### config.mk
export PLATFORM = sky130hd
export DESIGN_NAME = gpio_pin_sampler
export DESIGN_NICKNAME = d
export VERILOG_FILES = /design/src/rtl/gpio_pkg.sv /design/src/rtl/gpio_sync_cell.sv /design/src/rtl/gpio_pin_sampler.sv
export SDC_FILE = /design/constraint.sdc
export NUM_CORES = 1
export LEC_CHECK = 0
export BUFFER_PORTS_ARGS = -buffer_cell sky130_fd_sc_hd__buf_2
export CAP_MARGIN = 20
export CORE_ASPECT_RATIO = 1.25
export CORE_MARGIN = 4
export CORE_UTILIZATION = 30
export DETAILED_ROUTE_END_ITERATION = 6
export PLACE_DENSITY_LB_ADDON = 0.08
export SLEW_MARGIN = 10
export SYNTH_ARGS = -nofsm -noshare
export SYNTH_HDL_FRONTEND = slang
export SYNTH_SLANG_ARGS = --single-unit
### constraint.sdc
create_clock -name clk -period 1.7 [get_ports clk]
set_input_delay 0 -clock clk [delete_from_list [all_inputs] [get_ports clk]]
set_output_delay 0 -clock clk [all_outputs]
set_load 0.02 [all_outputs]
### src/rtl/gpio_pkg.sv
// Shared GPIO port definitions, used by both the input sampler and the port
// output register.
package gpio_pkg;

    localparam int unsigned GPIO_WIDTH    = 8;
    localparam int unsigned GPIO_SYNC_MAX = 3;
    // Arm counter must hold GPIO_SYNC_MAX+1 without wrapping.
    localparam int unsigned GPIO_ARM_W    = $clog2(GPIO_SYNC_MAX + 2);

    typedef logic [GPIO_WIDTH-1:0] gpio_vec_t;

endpackage

### src/rtl/gpio_sync_cell.sv
// N-stage single-bit synchronizer for an asynchronous pad input; all stages
// clear on the asynchronous reset.
module gpio_sync_cell #(
    parameter int unsigned P_STAGES = 2
) (
    input  logic clk,
    input  logic rst,
    input  logic d_i,
    output logic q_o
);

    logic [P_STAGES-1:0] sync_q;

    always_ff @(posedge clk or posedge rst) begin
        if (rst) begin
            sync_q <= '0;
        end else begin
            sync_q <= {sync_q[P_STAGES-2:0], d_i};
        end
    end

    assign q_o = sync_q[P_STAGES-1];

endmodule

### src/rtl/gpio_pin_sampler.sv
// GPIO port input side: synchronized PINx read value, masked pin-change flags
// with write-1-to-clear / vector-acknowledge clear, and the port IRQ request.
module gpio_pin_sampler
    import gpio_pkg::*;
#(
    parameter int unsigned        P_WIDTH       = GPIO_WIDTH,
    parameter int unsigned        P_SYNC_STAGES = 2,
    parameter logic [P_WIDTH-1:0] P_IMPL_MASK   = '1
) (
    input  logic               clk,
    input  logic               rst,
    input  logic [P_WIDTH-1:0] pin_in,
    input  logic [P_WIDTH-1:0] pcmsk_wdata,
    input  logic               pcmsk_we,
    input  logic [P_WIDTH-1:0] pcif_wdata,
    input  logic               pcif_we,
    input  logic               irq_ack,
    output logic [P_WIDTH-1:0] pin_rdata,
    output logic [P_WIDTH-1:0] pcmsk_rdata,
    output logic [P_WIDTH-1:0] pcif_rdata,
    output logic               pcint_irq
);

    localparam logic [GPIO_ARM_W-1:0] ARM_DONE = GPIO_ARM_W'(P_SYNC_STAGES + 1);

    logic [P_WIDTH-1:0]    sync_out;
    logic [P_WIDTH-1:0]    prev_q,  prev_d;
    logic [P_WIDTH-1:0]    pcmsk_q, pcmsk_d;
    logic [P_WIDTH-1:0]    pcif_q,  pcif_d;
    logic [GPIO_ARM_W-1:0] arm_q,   arm_d;
    logic [P_WIDTH-1:0]    change;
    logic [P_WIDTH-1:0]    clr;
    logic                  armed;

    for (genvar i = 0; i < P_WIDTH; i++) begin : g_sync
        gpio_sync_cell #(
            .P_STAGES(P_SYNC_STAGES)
        ) u_sync (
            .clk(clk),
            .rst(rst),
            .d_i(pin_in[i]),
            .q_o(sync_out[i])
        );
    end

    assign pin_rdata = sync_out & P_IMPL_MASK;

    // Changes are suppressed until the synchronizer and prev have both been
    // filled with real pad values, so pins high at reset release never flag.
    assign armed = (arm_q == ARM_DONE);

    always_comb begin
        arm_d   = armed ? arm_q : arm_q + 1'b1;
        prev_d  = pin_rdata;
        change  = armed ? ((pin_rdata ^ prev_q) & pcmsk_q & P_IMPL_MASK) : '0;
        clr     = (pcif_we ? pcif_wdata : '0) | (irq_ack ? '1 : '0);
        pcif_d  = (pcif_q & ~clr) | change;
        pcmsk_d = pcmsk_we ? (pcmsk_wdata & P_IMPL_MASK) : pcmsk_q;
    end

    always_ff @(posedge clk or posedge rst) begin
        if (rst) begin
            arm_q   <= '0;
            prev_q  <= '0;
            pcmsk_q <= '0;
            pcif_q  <= '0;
        end else begin
            arm_q   <= arm_d;
            prev_q  <= prev_d;
            pcmsk_q <= pcmsk_d;
            pcif_q  <= pcif_d;
        end
    end

    assign pcmsk_rdata = pcmsk_q;
    assign pcif_rdata  = pcif_q;
    assign pcint_irq   = |pcif_q;

endmodule
==> flow_summary_export.csv <==
group,metric,value,unit
outcome,status,"finished, final reports clean",
detailed_routing,wire_per_inst,13.9,µm
yosys,yosys.area_share.simple,6.28,%
setup_path,crit_chain,"ha_1 > ha_1 > a32o_1",
yosys,avgSynthCellArea,15.2,µm²
yosys,synthTopCellsByCount,"dfrtp_1 (43), nand2_1 (10)",
detailed_routing,wl,3.32,mm
timing,tightestPinTransition,625,ps
timing,finalClockSkew,3.71,ps
yosys,synth-edff-count,0,
yosys,synth_top_family_by_area,"multiplexers",
yosys,synth-main-ff-cell,"dfrtp_1",
power_and_ir_drop,vdd_drop_max,0.565,mV
setup_path,crit_type,"reg -> reg",
clock_network,clock-sinks,43,
detailed_routing,via_count,1029,
global_route,grt_pass1_wl,5.28,mm
global_route,antenna_found_initial,0,
timing,finalHoldViolCount,0,
flow_run,cap_violations,0,
placement,placement.cell_area,1870,µm²
detailed_routing,drt-vias-per-instance,4.31,
setup_path,critPathMaxStageDelay,400,ps
clock_network,cts_buffers,5,
setup_path,path_max_fanout,7,
yosys,async_flop_share,100,%
floorplanning,core,5120,µm²
floorplanning,dieArea,6550,µm²
yosys,yosysMostFrequentCell,"dfrtp_1",
power_and_ir_drop,leakage,0.00104,µW
yosys,synth_top_cell_by_area,"dfrtp_1",
floorplanning,io_pins,54,
timing,tns,0,ps
floorplanning,die_x,73.2,µm
setup_path,cp.required,1880,ps
cells_and_area,num_antenna_cells,0,
cells_and_area,finalInstanceArea,2170,µm²
timing,finalCritPeriodShare,76.8,%
clock_network,insertion_delay,280,ps
min_path,hold_path.class,"in -> reg",
cells_and_area,fin_nets,208,
yosys,yosys-top-cells-area,"dfrtp_1 (68%), mux2_4 (7.5%), a32o_1 (5.0%), xor2_1 (4.4%), buf_4 (3.8%)",
yosys,synthAdderAreaFrac,2.36,%
global_route,grt_max_degree,31,
setup_path,worstPathArrival,1480,ps
clock_network,cts_setup_buffers,0,
yosys,syn_nets,137,
cells_and_area,syn_to_final_growth,36.1,%
timing,setup_viol,0,
cells_and_area,final_layout_size_suffix_gt1_share,40.1,%
setup_path,r2r_setup_slack,390,ps
yosys,syn_area,1590,µm²
clock_network,cts_tree,"built",
timing,slew_violations,0,
power_and_ir_drop,total_power,2170,µW
clock_network,htreeDepth,2,
timing,slew_headroom,58.3,%
yosys,synth_xor_area_share,4.95,%
floorplanning,dieHeight,89.5,µm
placement,place_hpwl,2.40,mm
detailed_routing,drtPass1Iterations,4,
timing,max_freq,766,MHz
detailed_routing,ant_nets,0,
clock_network,clock_path_buffers,2,
global_route,grt-ovfl-total,0,
floorplanning,start_util,31.1,%
placement,numPortBuffers,53,
timing,fin_crit,1310,ps
clock_network,clockRootBuffer,"clkbuf_8",
global_route,grt_pass1_vias,1065,
detailed_routing,drt-initial-drc-count,43,
floorplanning,num_rows,29,
yosys,ys.warnings.count,0,
yosys,ys_types,15,
detailed_routing,drc,0,
placement,dp_cells,211,
yosys,ys_seq_elements,43,
setup_path,start_kind,"flip-flop",
yosys,muxShareOfSynthArea,8.25,%
setup_path,cp_slowest_cell,"dfrtp_1",
yosys,synthCells,105,
cells_and_area,final_cells,239,
yosys,ys_seq_area_share,67.6,%
global_route,grt.total_usage,11.0,%
cells_and_area,fin_util,42.4,%
clock_network,clk_pin_slew_worst_paths,80,ps
yosys,synth_compound_area_share,5.34,%
timing,rsz0062_at_grt,"false",
setup_path,endpoint_kind,"flip-flop",
yosys,synth_top_area_share,67.6,%
power_and_ir_drop,powerDensity,1000,nW/µm²
placement,globalplace.congestion,0.766,
setup_path,crit_top_cell,"ha_1",
critical path: cells and delay by family, from the launching register on:
kind | cells | cell delay, ps
adder cells (fa/ha/maj) | 2 | 510
flip-flops | 1 | 400
AO/OA/AOI/OAI | 1 | 280
cell type report:
| class | count | area (µm²) |
|---|---|---|
| Clock buffer | 8 | 100 |
| Inverter | 2 | 7.51 |
| Tap cell | 62 | 77.6 |
| Sequential cell | 43 | 1080 |
| Timing Repair Buffer | 74 | 473 |
| Multi-Input combinational cell | 50 | 433 |
| Fill cell | 498 | 2950 |
worst paths after layout:
check | to | startpoint | depth (start not counted)
max in group asynchronous | g_sync[3].u_sync.sync_q[1] | rst | 4
min in group asynchronous | g_sync[1].u_sync.sync_q[1] | rst | 3
hold reg to reg | g_sync[0].u_sync.sync_q[1] | g_sync[0].u_sync.sync_q[0] | 0
setup / recovery | pcif_rdata[5] | arm_q[0] | 3
hold / removal | pcif_rdata[0] | pcif_wdata[0] | 3
setup reg to reg | pcif_rdata[5] | arm_q[0] | 3
cells in the final DEF, fill, tap and decap left out, types with 2 or more instances in the layout:
cell	n
buf_2	53
dfrtp_1	43
dlygate4sd3_1	20
nand2_1	10
mux2_4	8
xor2_1	8
nor2b_1	8
a32o_1	8
clkbuf_8	7
ha_1	3
nor4_1	2
registers in the layout, indices dropped and copies added (netlist names):
name / flops
g_sync.u_sync.sync_q: 16
pcif_rdata: 8
pcmsk_rdata: 8
prev_q: 8
arm_q: 3
repair_timing:
| item | in CTS | in global routing |
|---|---|---|
| hold buffers | 20 | 0 |
| hold endpoints to repair | 48 | 0 |
| gates resized for setup | 0 | 0 |
cell families after synthesis:
logic type | after synthesis
multiplexers | 9
buffers and inverters | 12
flip-flops | 43
AND/OR/NAND/NOR | 20
adder cells (fa/ha/maj) | 3
XOR/XNOR | 9
AO/OA/AOI/OAI | 9
where the power goes:
part,internal [µW],switching [µW],total (µW)
Clock,371,315,686
Combinational,165,170,335
Sequential,1100,52.7,1150
Total,1630,538,2170
metrics by stage:
stage / setup slack [ps] / hold slack (ps)
after global routing: 319 / 18.5
after floorplan: 494 / 31.4
final: 395 / 14.9
after CTS: 377 / 2.62
after global placement: 429 / 108
after detailed placement: 387 / 110
per-layer routing:
| layer | GRT usage (%) | vias to the layer above | part of all wire [%] |
|---|---|---|---|
| met5 | 0 | - | 0 |
| met4 | 5.54 | 0 | 2.0 |
| met3 | 3.82 | 6 | 10 |
| met2 | 16.4 | 44 | 45 |
| met1 | 14.1 | 485 | 43 |
| li1 | - | 494 | - |
No activity file was read; power rests on OpenSTA's default activity.
